`config.mk`:
```
export PLATFORM = sky130hd
export DESIGN_NAME = keypad_scanner
export DESIGN_NICKNAME = d
export VERILOG_FILES = /design/src/rtl/keypad_scanner.sv
export SDC_FILE = /design/constraint.sdc
export NUM_CORES = 1
export LEC_CHECK = 0
export CAP_MARGIN = 20
export CORE_MARGIN = 2
export CORE_UTILIZATION = 40
export CTS_CLUSTER_SIZE = 30
export DETAILED_ROUTE_END_ITERATION = 10
export HOLD_SLACK_MARGIN = 0.02
export RECOVER_POWER = 100
export REMOVE_ABC_BUFFERS = 1
export SYNTH_ARGS = -nofsm -noshare
export SYNTH_HDL_FRONTEND = slang
export SYNTH_SLANG_ARGS = --single-unit
```
`constraint.sdc`:
```
create_clock -name clk -period 2.49 [get_ports clk]
set_input_delay 0.498 -clock clk [delete_from_list [all_inputs] [get_ports clk]]
set_output_delay 0.498 -clock clk [all_outputs]
set_load 0.05 [all_outputs]
```
`src/rtl/keypad_scanner.sv`:
```
// Matrix keypad scanner: strobes one active-low row per dwell, reads active-low columns,
// debounces over whole scans and hands one key code per press to a valid/ack consumer.
module keypad_scanner #(
  parameter int ROWS     = 4,
  parameter int COLS     = 4,
  parameter int SCAN_DIV = 50000,
  parameter int DEBOUNCE = 3
) (
  input  logic            clk,
  input  logic            rst,
  input  logic [COLS-1:0] col,
  output logic [ROWS-1:0] row,
  output logic [3:0]      key_code,
  output logic            key_valid,
  input  logic            key_ack,
  output logic            key_down,
  output logic            overflow
);

  localparam int DW = $clog2(SCAN_DIV);

  typedef enum logic [1:0] {IDLE, PRESS_DB, HELD, REL_DB} state_t;

  logic [COLS-1:0] col_meta;
  logic [COLS-1:0] col_sync;
  logic [DW-1:0]   dwell;
  logic [1:0]      row_idx;
  logic            found;
  logic [3:0]      best;
  state_t          state;
  logic [3:0]      cnt;
  logic [3:0]      cand;

  logic            tc;
  logic            first_row;
  logic            last_row;
  logic            row_hit;
  logic [3:0]      row_code;
  logic            scan_done;
  logic            scan_found;
  logic [3:0]      scan_code;
  logic [ROWS-1:0] row_rot;
  logic [4:0]      cnt_inc;
  logic            debounced;
  logic            accept;
  logic            release_key;

  assign tc        = (dwell == DW'(SCAN_DIV - 1));
  assign first_row = (row_idx == 2'd0);
  assign last_row  = (row_idx == 2'(ROWS - 1));
  assign scan_done = tc && last_row;

  // Lowest pressed column of the row being sampled; scanning downwards leaves the lowest.
  always_comb begin
    row_hit  = 1'b0;
    row_code = '0;
    for (int c = COLS - 1; c >= 0; c--) begin
      if (!col_sync[c]) begin
        row_hit  = 1'b1;
        row_code = 4'(int'(row_idx) * COLS + c);
      end
    end
  end

  // An earlier row's hit has a lower index, so it keeps priority over this row.
  assign scan_found = (!first_row && found) || row_hit;
  assign scan_code  = (!first_row && found) ? best : row_code;

  always_comb begin
    row_rot    = '1;
    row_rot[0] = row[ROWS-1];
    for (int i = 1; i < ROWS; i++) begin
      row_rot[i] = row[i-1];
    end
  end

  assign cnt_inc     = {1'b0, cnt} + 5'd1;
  assign debounced   = (cnt_inc >= 5'(DEBOUNCE));
  assign accept      = scan_done && scan_found &&
                       ((state == IDLE && DEBOUNCE == 1) ||
                        (state == PRESS_DB && scan_code == cand && debounced));
  assign release_key = scan_done && !scan_found &&
                       ((state == HELD && DEBOUNCE == 1) ||
                        (state == REL_DB && debounced));

  always_ff @(posedge clk or negedge rst) begin
    if (!rst) begin
      col_meta <= '1;
      col_sync <= '1;
      dwell    <= '0;
      row      <= ~ROWS'(1);
      row_idx  <= '0;
      found    <= 1'b0;
      best     <= '0;
    end else begin
      col_meta <= col;
      col_sync <= col_meta;
      if (tc) begin
        dwell   <= '0;
        row     <= row_rot;
        row_idx <= last_row ? 2'd0 : row_idx + 2'd1;
        found   <= scan_found;
        best    <= scan_code;
      end else begin
        dwell <= dwell + 1'b1;
      end
    end
  end

  always_ff @(posedge clk or negedge rst) begin
    if (!rst) begin
      state     <= IDLE;
      cnt       <= '0;
      cand      <= '0;
      key_code  <= '0;
      key_valid <= 1'b0;
      key_down  <= 1'b0;
      overflow  <= 1'b0;
    end else begin
      // A simultaneous accept beats the ack, and is not an overflow.
      if (accept) begin
        key_code  <= scan_code;
        key_valid <= 1'b1;
        key_down  <= 1'b1;
        if (key_valid && !key_ack) overflow <= 1'b1;
      end else if (key_ack) begin
        key_valid <= 1'b0;
      end
      if (release_key) key_down <= 1'b0;

      if (scan_done) begin
        case (state)
          IDLE: begin
            if (scan_found) begin
              cand  <= scan_code;
              cnt   <= 4'd1;
              state <= accept ? HELD : PRESS_DB;
            end
          end
          PRESS_DB: begin
            if (!scan_found) begin
              cnt   <= '0;
              state <= IDLE;
            end else if (scan_code != cand) begin
              cand <= scan_code;
              cnt  <= 4'd1;
            end else if (accept) begin
              cnt   <= 4'(DEBOUNCE);
              state <= HELD;
            end else begin
              cnt <= cnt + 4'd1;
            end
          end
          HELD: begin
            if (!scan_found) begin
              cnt   <= release_key ? 4'd0 : 4'd1;
              state <= release_key ? IDLE : REL_DB;
            end
          end
          REL_DB: begin
            if (scan_found) begin
              state <= HELD;
            end else if (release_key) begin
              cnt   <= '0;
              state <= IDLE;
            end else begin
              cnt <= cnt + 4'd1;
            end
          end
          default: state <= IDLE;
        endcase
      end
    end
  end

endmodule

```
==> results by group, run 1 <==
Outcome
  – Outcome: completed

Job
  – Max-Cap Viols: 0

Power and ir drop
  – Clk network pwr share: a little under two fifths
  – Leak: ~1.4 nW
  – Total power: 1.48 mW
  – Comb pwr share: around 3.3%
  – P_sw: between 0.3 and 0.4 mW
  – Peak supply drop: ~0.00029 V
  – Sw Ratio: about 21%
  – Seq pwr share: approximately three fifths
  – Pint: 1.17 mW
  – Power Density: between 400 and 500 nW/um^2

Logic synthesis
  – Simple-Gate Fraction of Synth Area: approximately a quarter
  – Fraction of registers with async set or reset after synthesis: 100%
  – Post-Syn Area: between 2000 and 3000 sq um
  – Synth Flop Type: dfrtp_1
  – EDFF count, synth: 0
  – Post-synthesis xor/xnor area fraction: between 5 and 6%
  – Adder-cell share of the synthesized area: 2.46%
  – Largest family of logic cells by synthesized area: simple AND/OR/NAND/NOR gates
  – Yosys warns: 0
  – Distinct cell type count after synthesis: 55
  – Post-synthesis register bit count: 52
  – Area share of the largest cell type after synthesis: roughly two fifths
  – Synth Area per Inst: roughly 11 sq um
  – Synthesized instance count: about 240
  – Mux contribution to synthesized area: 4.14%
  – Sequential cell area fraction in the yosys report: between 50% and 60%
  – Synth Area in Compound Gates: under 10%
  – Leading area contributor after synthesis: dfrtp_1
  – Largest cells by area after synthesis: dfrtp_1 40%, dfstp_2 11%, nand2_1 5.0%

Clocking
  – Sink Count: 52
  – TritonCTS clock tree: done
  – Root buffer cell: clkbuf_8
  – Hold-fix buffers, CTS: 0
  – Clk pin slew, worst setup/hold paths: 0.09 ns
  – H-tree lvl count: 2
  – Clk buf depth: 2
  – Clock Latency Late Sink: ~0.30 ns
  – Total CTS buffers: 5

Drt
  – DRC viols: 0
  – DR pass1 iterations: 4
  – Drt initial violations: 46
  – Vias: ~1800
  – Via density: 5.06
  – WL/cell: between 10 and 15 microns
  – Routed Antenna Nets: 0
  – Post-Route WL: around 4600 microns

Timing
  – Final worst-path cycle share: between 90% and 100%
  – Final slew viol count: 0
  – Peak Freq: 414 MHz
  – Setup TNS: 0 ns
  – Crit path time final: between 2 and 2.5 ns
  – Final setup violating endpoints: 0
  – Worst Skew: between 0.008 and 0.009 ns
  – Worst-margin pin slew: between 1 and 1.5 ns
  – Max-slew headroom: ~8.1%
  – Final worst setup slack: 0.0771 ns
  – Final-report hold violation count: 0

Critical path
  – Reg2reg path depth: 6
  – CP arrival: 2.61 ns
  – CP Launch Type: flop
  – Buffers & Inverters on Critical Path: 0
  – Worst path slowest cell: or4b_4
  – Worst R2R Start: dwell[11]$_DFF_PN0_
  – Worst Setup End Kind: flop
  – Critical Path, Cell by Cell: or4b_4, or2_2, nor3_2, nand2_1, a21oi_2, mux2_2
  – Crit-path max FO: 5
  – Worst path required time: ~2.7 ns
  – Reg2Reg Setup Slack: about 0.077 ns
  – Worst path top cell family by delay: simple AND/OR/NAND/NOR gates
  – R2r endpoint: cand[1]$_DFFE_PN0P_
  – Crit path largest cell delay: 0.59 ns
  – Crit path kind: reg2reg

Global routing
  – GRT overflow: 0
  – First-pass GRT wire length: 8040 microns
  – Largest net degree at the start of global routing: 28
  – Initial antenna violation count: 0
  – Vias in the first global route: between 1500 and 2000
  – Global-route usage over all layers: approximately 14%

Min path
  – Hold Crit Start: col_meta[3]$_DFF_PN1_
  – Worst min path class: reg2reg
  – Hold EP: col_sync[3]$_DFF_PN1_
  – Hold path cells: 0

Place
  – GP Congestion: 0.863
  – DP HPWL: between 3000 and 4000 microns
  – Port bufs: 17
  – Setup WS pre-CTS: roughly 0.014 ns
  – DP Cell Count: 338

Layout
  – Nets: between 200 and 300
  – N_diodes: 0
  – Post-route insts no fill: about 350
  – Area Overhead vs Synth: 18.8%
  – Share of layout cells above drive strength 1: a little under a quarter
  – Fin util: 48.3%

Floorplanning
  – Row cnt: 29
  – Die Ht: ~84 microns
  – Chip width: between 80 and 90 microns
  – DIE AREA: 7000 sq um
  – Starting Density: 40.7%
  – Num ports: 18
  – Core Footprint: approximately 6200 sq um
-- sequential cells by signal, summed over array words and instances, names as in the netlist, 2 cells and up, named ones only --
| register | count |
|---|---|
| col_sync | 4 |
| cand | 4 |
| row_idx | 2 |
| col_meta | 4 |
| best | 4 |
| row | 4 |
| key_code | 4 |
| cnt | 4 |
| dwell | 16 |
-- cell type report --
class | instances | area, sq um
tap | 77 | 96.3
clock inverter | 2 | 35.0
inverter | 6 | 22.5
fill | 613 | 3230
timing repair buffer | 32 | 267
sequential | 52 | 1320
multi-input combinational | 174 | 1210
clock buffer | 6 | 72.6
-- Yosys cell counts (3+ instances only) --
master and n:
dfrtp_1 41, nand2_1 34, nor2_1 24, dfstp_2 11, a21oi_1 10, xor2_1 9
xnor2_1 8, nand3_1 7, inv_1 6, ha_1 5, nor2b_1 5, o21ai_0 5
mux2_4 4, nand2b_1 4, a31oi_1 3, and2_1 3, and3_1 3, mux2_2 3
nor3_1 3, or2_2 3
-- power by group through the flow --
stage	Clock (mW)	Combinational [mW]	Sequential (mW)
floorplan	0	0.0180	0.876
global placement	0	0.0558	0.876
detailed placement	0	0.0562	0.877
CTS	0.584	0.0562	0.861
global route	0.617	0.0566	0.862
finish	0.568	0.0490	0.861
-- placed cells by master, fill, tap and decap left out, types with 4 or more instances in the layout --
cell type,Yosys,final
a21oi_1,10,10
buf_4,1,11
clkbuf_1,2,4
clkbuf_8,1,5
dfrtp_1,41,41
dfstp_2,11,11
dlygate4sd3_1,0,15
ha_1,5,5
inv_1,6,6
mux2_4,4,4
nand2_1,34,34
nand3_1,7,7
nor2_1,24,24
nor2b_1,5,5
o21ai_0,5,5
xnor2_1,8,7
xor2_1,9,9
-- worst max path at each step --
stage | startpoint | to | slack (ns) | depth (start not counted)
CTS | row_idx[1]$_DFFE_PN0N_ | key_code[2]$_DFFE_PN0P_ | 0.02 | 9
global route | row_idx[1]$_DFFE_PN0N_ | key_code[2]$_DFFE_PN0P_ | -0.0009 | 9
finish | dwell[11]$_DFF_PN0_ | cand[1]$_DFFE_PN0P_ | 0.08 | 6
floorplan | row_idx[0]$_DFFE_PN0N_ | cand[0]$_DFFE_PN0P_ | 0.15 | 8
global placement | dwell[11]$_DFF_PN0_ | cand[0]$_DFFE_PN0P_ | 0.008 | 6
detailed placement | dwell[11]$_DFF_PN0_ | cand[0]$_DFFE_PN0P_ | 0.01 | 6
-- metrics by stage --
step                instance area [sq um]  hold WS [ns]
floorplan                            2510         0.202
global placement                     2870         0.346
CTS                                  2990         0.219
finish                               3020         0.359
global route                         3020         0.365
detailed placement                   2870         0.347
-- timing repair --
action,CTS,global route
setup buffers,0,3
pin swaps,0,3
hold endpoints to repair,0,0
gates resized for setup,1,6
endpoints found under the setup margin,3,11
-- logic make-up after synthesis --
| group | Yosys count |
|---|---|
| AND/OR/NAND/NOR | 107 |
| flip-flops | 52 |
| AO/OA/AOI/OAI | 37 |
| XOR/XNOR | 17 |
| buffers and inverters | 10 |
| multiplexers | 8 |
| adder cells (fa/ha/maj) | 5 |
-- per-layer routing --
layer / track usage, % / wire [microns]
met4: 3.96 / 46
met3: 3.36 / 141
met1: 19.9 / 2260
met2: 21.7 / 2150
met5: 0 / 0
Note: power is estimated with default switching activity, not from simulation.
==> inputs of run 2 (changes only) <==
--- a/config.mk
+++ b/config.mk
@@ -10,6 +10,7 @@
 export CORE_UTILIZATION = 40
 export CTS_CLUSTER_SIZE = 30
 export DETAILED_ROUTE_END_ITERATION = 10
+export GPL_ROUTABILITY_DRIVEN = 0
 export HOLD_SLACK_MARGIN = 0.02
 export RECOVER_POWER = 100
 export REMOVE_ABC_BUFFERS = 1
==> results of run 2 <==
Same layout as run 1: the final DEF is identical, and so are final timing and power.
